$ cat config.mk
export PLATFORM = sky130hd
export DESIGN_NAME = boxcar_decimator
export DESIGN_NICKNAME = d
export VERILOG_FILES = /design/src/rtl/boxcar_decimator.sv
export SDC_FILE = /design/constraint.sdc
export NUM_CORES = 1
export LEC_CHECK = 0
export ABC_CLOCK_PERIOD_IN_PS = 8050
export CAP_MARGIN = 0
export CORE_ASPECT_RATIO = 1.5
export CORE_MARGIN = 8
export CORE_UTILIZATION = 30
export DETAILED_ROUTE_END_ITERATION = 6
export SYNTH_ARGS = -nofsm -noshare
export SYNTH_HDL_FRONTEND = slang
export SYNTH_SLANG_ARGS = --single-unit
$ cat constraint.sdc
create_clock -name clk_i -period 8.05 [get_ports clk_i]
set_input_delay 2.415 -clock clk_i [delete_from_list [all_inputs] [get_ports clk_i]]
set_output_delay 2.415 -clock clk_i [all_outputs]
set_load 0.05 [all_outputs]
$ cat src/rtl/boxcar_decimator.sv
// boxcar_decimator: averages 2^D enabled input samples and emits one mean sample
// with a single-cycle valid pulse; D is latched at each window start.
`default_nettype none

module boxcar_decimator #(
   parameter int WIDTH               = 14,
   parameter int LOG2_MAX_DECIMATION = 10
) (
   input  logic             clk_i,
   input  logic             rst_ni,
   input  logic             ce_i,
   input  logic [3:0]       log2_decimation_i,
   input  logic [WIDTH-1:0] data_i,
   output logic             data_valid_o,
   output logic [WIDTH-1:0] data_o
);

   localparam int         CNT_W = LOG2_MAX_DECIMATION;
   localparam int         ACC_W = WIDTH + LOG2_MAX_DECIMATION;
   localparam logic [3:0] D_MAX = 4'(LOG2_MAX_DECIMATION);

   logic [CNT_W-1:0]        cnt_q, cnt_d;
   logic signed [ACC_W-1:0] acc_q, acc_d;
   logic [3:0]              d_q, d_d;
   logic [WIDTH-1:0]        data_q, data_d;
   logic                    valid_q, valid_d;

   logic [3:0]              d_req;
   logic [3:0]              d_eff;
   logic                    win_start;
   logic                    win_last;
   logic [CNT_W-1:0]        last_cnt;
   logic signed [ACC_W-1:0] sample_ext;
   logic signed [ACC_W-1:0] sum;

   assign d_req     = (log2_decimation_i > D_MAX) ? D_MAX : log2_decimation_i;
   assign win_start = ce_i && (cnt_q == '0);
   assign d_eff     = win_start ? d_req : d_q;

   // Wraps to all-ones when d_eff equals the counter width, which is the intended 2^D-1.
   assign last_cnt   = (CNT_W'(1) << d_eff) - CNT_W'(1);
   assign win_last   = (cnt_q == last_cnt);
   assign sample_ext = {{LOG2_MAX_DECIMATION{data_i[WIDTH-1]}}, data_i};
   assign sum        = acc_q + sample_ext;

   always_comb begin
      cnt_d   = cnt_q;
      acc_d   = acc_q;
      d_d     = d_q;
      data_d  = data_q;
      valid_d = 1'b0;
      if (ce_i) begin
         if (win_start) begin
            d_d = d_req;
         end
         if (win_last) begin
            // Arithmetic shift of a signed sum rounds toward minus infinity.
            data_d  = WIDTH'(sum >>> d_eff);
            valid_d = 1'b1;
            acc_d   = '0;
            cnt_d   = '0;
         end else begin
            acc_d = sum;
            cnt_d = cnt_q + CNT_W'(1);
         end
      end
   end

   always_ff @(posedge clk_i or negedge rst_ni) begin
      if (!rst_ni) begin
         cnt_q   <= '0;
         acc_q   <= '0;
         d_q     <= '0;
         data_q  <= '0;
         valid_q <= 1'b0;
      end else begin
         cnt_q   <= cnt_d;
         acc_q   <= acc_d;
         d_q     <= d_d;
         data_q  <= data_d;
         valid_q <= valid_d;
      end
   end

   assign data_o       = data_q;
   assign data_valid_o = valid_q;

endmodule

`default_nettype wire

==> summary.txt <==
Hold buffer count at cts: 0
Avg Cell Area, Syn: 7.89 sq um
Die area: 0.0236 sq mm
TritonCTS clock tree: done
Synth area leader: dfrtp_1
Setup TNS: 0 ns
Design area: 0.00632 sq mm
# setup viols final: 0
Area grow syn2layout: 11.8%
LEAKAGE: 2.54 nW
Netlist cell types: 82
CTS Sinks: 53
Hold Slack: 0.491 ns
FP Rows: 61
Drt via density: 5.74
Global-route total usage across every layer: 15.7%
Final Core Density: 34.1%
CTS Buffer Depth: 2
Number of detailed-route iterations in the first pass: 6
Top_reg_cell synth: dfrtp_1
Slew headroom: 25.5%
RSZ-0062 raised after global routing: false
Total grt overflow: 0
Max Fclk: 145 MHz
CTS clk-pin slew, worst paths: 0.08 ns
Worst-Skew Late Latency: 0.30 ns
Share of cells above drive strength 1: 8.25%
First-pass GRT wire length: 29.5 mm
Final worst clock skew: 0.00599 ns
Post-layout minimum cycle time: 6.91 ns
Die width: 128 um
Yosys warns: 0
WP data required: 8.22 ns
H-tree depth: 2
Avg WL per Cell: 18.7 um
HP Class: flip-flop to flip-flop
Antenna violation net count after detailed routing: 0
Max Slew Vio Count: 0
Mapped Cells: 716
Final worst-path cycle share: 85.9%
Inserted Diodes: 0
Port Buffer Count: 35
WP data arrival: 7.08 ns
DRT iter0 DRCs: 428
Synth Cell Area: 0.00565 sq mm
Crit path launch type: primary input
Clock root buffer: clkbuf_16
Critical path endpoint category: flip-flop
Post-cts gate resize count: 0
Commonest non-fill, non-tap cell in the layout: nand2_1
Worst-path fanout max: 17
Status: finished, final reports clean
Total wire length: 18.1 mm
Placer Congestion: 0.939
Post-CTS Setup Repair Bufs: 0
Cts bufs inserted: 5
Largest net degree at the start of global routing: 54
Most frequent cells in the layout: 90 x nand2_1, 64 x nor2_1, 53 x dfrtp_1
DRC: 0
Io pins: 36
Post-synth EDFFs: 0
Core area: 0.0185 sq mm
Top-area cell type share of the netlist area: 23.5%
Syn nets: 764
Peak VDD IR: 0.000128 V
Initial core utilization: 30.5%
Max Cap Violations: 0
Via Count: 5,550
Seq cells post-synth: 53
Worst Path Class, Setup: primary input to flip-flop
Top post-synthesis cells by area: dfrtp_1 23%, nand2_1 6.0%, ha_1 5.8%, nor2_1 4.3%, o21ai_0 3.3%
Vias in the first global route: 5,579
Post-DP HPWL: 14.0 mm
Hold Fails Final Rpt: 0
Overall Power: 2.91 mW
Final #Nets: 762
Fill cell count: 1,955
Asr flop ratio synth: 100%
Placed Instance Area: 0.00615 sq mm
Seq/Total Area, Yosys: 23.5%
Initial antenna violation count: 0
Tightest Pin Transition: 1.11 ns
Pwr per Cell Area: 460 mW/mm^2
Die H: 184 um
==> final cells by class <==
type / instances / area, sq um / share of cell area (%)
Timing Repair Buffer: 44 / 413 / 6.53
Sequential cell: 53 / 1330 / 21.0
Clock buffer: 6 / 129 / 2.04
Multi-Input combinational cell: 589 / 4020 / 63.6
Tap cell: 252 / 315 / 4.99
Clock inverter: 2 / 38.8 / 0.614
Inverter: 21 / 78.8 / 1.25
==> synth_stat cells, types with 9 or more instances <==
library cell  number
a211oi_1          17
a21o_1            14
a21oi_1           33
and2_1            15
buf_2             11
clkbuf_1          36
dfrtp_1           53
ha_1              26
inv_1             18
mux2i_1           12
nand2_1           90
nand2b_1           9
nand3_1           12
nand4_1            9
nor2_1            65
nor3_1            19
o211ai_1          19
o21a_1             9
o21ai_0           37
o2bb2ai_1         18
o31ai_1           10
xnor2_1           16
xor2_1             9
==> cell families after synthesis <==
kind of cell,Yosys count,synth area share (%)
XOR/XNOR,25,3.87
AO/OA/AOI/OAI,247,32.8
adder cells (fa/ha/maj),27,6.11
AND/OR/NAND/NOR,270,23.8
buffers and inverters,74,5.56
flip-flops,53,23.5
multiplexers,20,4.36
==> per-stage QoR <==
stage                     setup WS [ns]  cells
final                              1.14    967
after global routing              0.865    967
after CTS                          1.19    967
after detailed placement          0.879    959
after global placement            0.911    959
after floorplan                    2.00    716
==> metal layers <==
metal  vias up  track usage, %  routed length, um  share of wire (%)
li1       2702               -                  -                  -
met1      2644            17.0               7110                 39
met2       149            28.2               9220                 51
met3        55            1.56                564                3.1
met4         0            10.5               1160                6.4
met5         -               0                  0                  0
==> final timing paths <==
kind / start / to / slack, ns / depth (start not counted)
worst min-delay path: acc_q[17] / acc_q[17] / 0.49 / 2
worst min register to register: acc_q[17] / acc_q[17] / 0.49 / 2
worst max-delay path: ce_i / data_o[7] / 1.14 / 17
min in group asynchronous: rst_ni / data_valid_o / 2.25 / 2
worst max register to register: cnt_q[6] / data_o[7] / 2.93 / 16
max in group asynchronous: rst_ni / acc_q[9] / 5.32 / 2
==> report_power, final <==
part	switching, mW	total (mW)	internal, mW
combinational	1.36	2.16	0.799
sequential	0.116	0.490	0.374
clock	0.106	0.254	0.148
total	1.59	2.91	1.32
==> state kept, by name, indices dropped and copies added, names as in the netlist <==
register,flops
acc_q,24
data_o,14
cnt_q,10
d_q,4
data_valid_o,1
==> worst max-delay path, cell delays in order <==
cell and delay (ns):
clkdlybuf4s50_1 0.50, and4bb_2 0.34, nand3_4 0.20, mux2i_4 0.51
inv_2 0.27, nor2_1 0.23, nand2_1 0.08, ha_1 0.40
nand2b_1 0.20, nand2b_1 0.12, a21oi_1 0.06, a311o_1 0.34
a221oi_2 0.23, o31ai_1 0.17, or3_4 0.51, a2111oi_2 0.37
a21oi_1 0.13
(Power assumes the default switching activity.)
==> variant 1, RTL diff (same settings) <==
Change the parameter `WIDTH` from 14 to 7.
--- a/src/rtl/boxcar_decimator.sv
+++ b/src/rtl/boxcar_decimator.sv
@@ -5,3 +5,3 @@
 module boxcar_decimator #(
-   parameter int WIDTH               = 14,
+   parameter int WIDTH               = 7,
    parameter int LOG2_MAX_DECIMATION = 10
Ports: changed (resized data_i and data_o); port bits go from 36 to 22. The function was not compared with the original's and may differ.
==> variant 1 against the unedited design <==
Routed wire length is 30% lower. Clock skew hardly changed. Synthesized area is 29% lower. Worst setup slack better by 410 ps. Cell area is 30% lower. Final cell count is 32% lower. Power is 31% lower. Sequential power is 25% lower. Via count is 29% lower. Sequential cell count is 14 lower. Critical endpoint is now cnt_q[4]. Largest power group unchanged. Highest routed layer unchanged.
==> variant 1: results (changes against the unedited design) <==
metric	value	unit	change
hold_depth	1		-1
grt_use_total	0.152		-0.00483
grt_pass1_vias	3939		-29%
synth-seq-cells	39		-26%
synth_fp_nets	532		-30%
synth_fa_ha_area_frac	0.0645		+0.00337
ir_worst_vdd	0.110	mV	-14%
rr_worst_depth	18		+2
critPathSlowestCell	nor3_4		
finClkSkew	5.94	ps	-0.0489 ps
grtUsageMet3	0.0221		+0.00648
place_area	4290	µm²	-30%
pg_seq	368	µW	-25%
crit_path_max_fanout	25		+8
gr-usage-met1	0.150		-0.0195
final_cell_count_no_fill	660		-32%
min_from	data_o[0]		
holdWs	505	ps	+14.1 ps
vias_per_cell	5.98		+4.3%
antenna_found_initial	0		unchanged
drt-met1-wl	4.67	mm	-34%
largest_register_ffs	17		-29%
synth_compound_area_frac	0.278		-0.0505
r2r_slack	3090	ps	+160 ps
drt_iter0_drc	218		-49%
ys_types	67		-18%
drive_above_1_share	0.0798		-0.00268
p_leak	1.86	nW	-27%
max_stage_delay	550	ps	+40 ps
dr.pass1.iters	4		-2
yosys-mux-area-fraction	0.0563		+0.0127
grt_pass1_wl	20.6	mm	-30%
endpoint	cnt_q[4]		
portBuffers	21		-40%
netlist_top_cells_area	dfrtp_1 24%, ha_1 5.9%, nor2_1 3.9%, nand2_1 3.8%, o22ai_1 3.1%		
path_clk_slew	60	ps	-20 ps
wl_met3	426	µm	-24%
relSlewSlack	0.190		-0.0652
synth_common_cells	42 x nor2_1, 40 x nand2_1, 39 x dfrtp_1, 30 x inv_1, 24 x a21oi_1		
r2r-start	cnt_q[0]		
status	finished clean		
cp_data_arrival_time	6680	ps	-400 ps
power_density	453	nW/µm²	-1.7%
use_met2	0.274		-0.00768
dpl_worst_slack	1240	ps	+365 ps
yosys.area_share.xor_xnor	0.0541		+0.0154
place_hpwl	9.62	mm	-31%
setup_ws	1550	ps	+415 ps
-- variant 1: cells by family (layout without fill, tap and decap cells) --
| group | after synthesis | after routing |
|---|---|---|
| buffers and inverters | 62 | 65 |
| muxes | 20 | 20 |
| adders and majority gates | 20 | 20 |
| and+or+nand+nor | 176 | 176 |
| AOI/OAI and AO/OA | 158 | 158 |
| DFF | 39 | 39 |
| xor gates and xnor gates | 23 | 23 |
-- variant 1: worst register-to-register path, cell delays in order (launching register included) --
cell and delay (ps):
dfrtp_1 480, inv_1 120, ha_1 170, or4b_1 540, nor3_4 490, mux2i_1 260
buf_4 210, inv_1 200, nor2_1 220, nand2_1 80, ha_1 290, xnor2_1 130
a21oi_1 130, o21ai_0 90, or4_4 470, nor4_4 280, buf_4 330, o21ai_0 160
a21o_1 200
-- variant 1: final cells by class --
cell class	instances	area (µm²)
fill	1414	8590
multi-input combinational	397	2750
sequential	39	976
timing repair buffer	27	250
tap	159	199
clock buffer	7	133
inverter	30	113
clock inverter	1	5.00
==> variant 2, RTL diff (same flow settings) <==
Made on the original files. Add an input register stage for `ce_i`, `log2_decimation_i` and `data_i`, cleared by the reset; this delays them by one clock.
--- a/src/rtl/boxcar_decimator.sv
+++ b/src/rtl/boxcar_decimator.sv
@@ -21,2 +21,18 @@
 
+   logic ce_q;
+   logic [3:0] log2_decimation_q;
+   logic [WIDTH-1:0] data_r;
+
+   always_ff @(posedge clk_i or negedge rst_ni) begin
+      if (!rst_ni) begin
+         ce_q              <= '0;
+         log2_decimation_q <= '0;
+         data_r            <= '0;
+      end else begin
+         ce_q              <= ce_i;
+         log2_decimation_q <= log2_decimation_i;
+         data_r            <= data_i;
+      end
+   end
+
    logic [CNT_W-1:0]        cnt_q, cnt_d;
@@ -35,4 +51,4 @@
 
-   assign d_req     = (log2_decimation_i > D_MAX) ? D_MAX : log2_decimation_i;
-   assign win_start = ce_i && (cnt_q == '0);
+   assign d_req     = (log2_decimation_q > D_MAX) ? D_MAX : log2_decimation_q;
+   assign win_start = ce_q && (cnt_q == '0);
    assign d_eff     = win_start ? d_req : d_q;
@@ -42,3 +58,3 @@
    assign win_last   = (cnt_q == last_cnt);
-   assign sample_ext = {{LOG2_MAX_DECIMATION{data_i[WIDTH-1]}}, data_i};
+   assign sample_ext = {{LOG2_MAX_DECIMATION{data_r[WIDTH-1]}}, data_r};
    assign sum        = acc_q + sample_ext;
@@ -51,3 +67,3 @@
       valid_d = 1'b0;
-      if (ce_i) begin
+      if (ce_q) begin
          if (win_start) begin
Check against the original RTL: not equivalent (Yosys sat finds a counterexample within 4 cycles, from zero or initial values and one cycle with rst_ni low).
==> variant 2 against the unedited design <==
Global-route usage down 0.83 points. Worst setup slack better by 1700 ps. Synthesized cell count down 2.2%. Cell area up 5.7%. Routed wire length down 2.5%. Sequential share of layout area up 6.0 points. Count of clock-buffer cells in the layout up 3. Non-clock buffer count down 7. Sequential cell count up 19. Clock power up 55%. Power up 6.2%. Synthesized area up 5.1%. Via count down 1.6%. Critical endpoint is now cnt_q[4]. Largest cell class unchanged.
==> variant 2: results (changes against the unedited design) <==
metric	value	unit	change
swShare	0.530		-0.0161
cts_made_buffers	9		+4
regArea	1800	µm²	+36%
placed_cells	958		-0.10%
ys_types	95		+16%
reg2reg_to	cnt_q[4]		
grt_pass1_vias	5366		-3.8%
place_hpwl	13.2	mm	-6.1%
multi_input_area_share	0.564		-0.0716
clkCellAreaFrac	0.0429		+0.0164
holdWs	477	ps	-13.9 ps
finalWeightedCongestion	0.953		+1.5%
crit_path_max_fanout	29		+12
r2r_slack	2840	ps	-90 ps
finalWirelength	17.6	mm	-2.5%
relSlewSlack	0.367		+0.112
n_all_buffers	37		-16%
dpl_worst_slack	2870	ps	+1990 ps
synthToLayoutAreaGrowth	12.5	%	
cts.sinks	72		+36%
ir_worst_vdd	0.130	mV	+1.4%
p_leak	2.81	nW	+10%
multi_input_cells	555		-5.8%
grt_start_max_net_pins	73		+35%
avgSynthCellArea	8.48	µm²	+7.5%
nets	757		-0.66%
status	finished clean		
whs_endpoint	data_o[3]		
max_stage_delay	710	ps	+200 ps
num-nonclk-inverters	34		+62%
drt-met1-wl	6.72	mm	-5.5%
wl_met2	9.19	mm	-0.38%
vias	5460		-1.6%
finClkSkew	5.97	ps	-0.0168 ps
synth_compound_area_frac	0.281		-0.0474
netlist_top_cells_area	dfrtp_1 30%, ha_1 5.5%, nand2_1 4.7%, o21ai_0 3.8%, nor2_1 3.7%		
place_area	6390	µm²	+3.9%
yosys-mux-area-fraction	0.0636		+0.0200
min_from	data_o[3]		
path_clk_slew	60	ps	-20 ps
synth_fp_nets	748		-2.1%
drt_iter0_drc	496		+16%
## variant 2: changes by cell type in the layout (fill, tap and decap cells not counted), sizes merged, moves of 14 or more
cell and change:
dfrtp +19, inv +14, nand2 -14, nand3 +15, o21ai +20, o2bb2ai -16
## variant 2: worst max path at each step
| stage | startpoint | depth (start not counted) | slack, ps | endpoint |
|---|---|---|---|---|
| floorplan | cnt_q[0] | 18 | 4140 | data_o[5] |
| global placement | cnt_q[0] | 16 | 2930 | cnt_q[4] |
| detailed placement | cnt_q[0] | 16 | 2870 | cnt_q[4] |
| CTS | cnt_q[0] | 16 | 2830 | cnt_q[4] |
| global route | cnt_q[0] | 16 | 2460 | cnt_q[4] |
| finish | cnt_q[0] | 16 | 2840 | cnt_q[4] |
## variant 2: power groups by stage
stage / clock network (mW) / logic [mW] / registers, mW
6_report: 0.394 / 2.11 / 0.587
5_1_grt: 0.423 / 2.29 / 0.605
4_1_cts: 0.407 / 2.08 / 0.588
3_5_place_dp: 0 / 2.07 / 0.594
3_3_place_gp: 0 / 2.06 / 0.593
2_1_floorplan: 0 / 1.51 / 0.633
## variant 2: metal layers
| metal | vias to the layer above | track usage |
|---|---|---|
| met5 | - | 0 |
| met4 | 0 | 0.0976 |
| met3 | 56 | 0.0209 |
| met2 | 169 | 0.257 |
| met1 | 2594 | 0.163 |
| li1 | 2641 | - |
## variant 2: logic make-up after synthesis
| kind of cell | count (synthesis) |
|---|---|
| AO/OA/AOI/OAI | 238 |
| adder cells (fa/ha/maj) | 27 |
| multiplexers | 31 |
| AND/OR/NAND/NOR | 238 |
| buffers and inverters | 73 |
| flip-flops | 72 |
| XOR/XNOR | 21 |
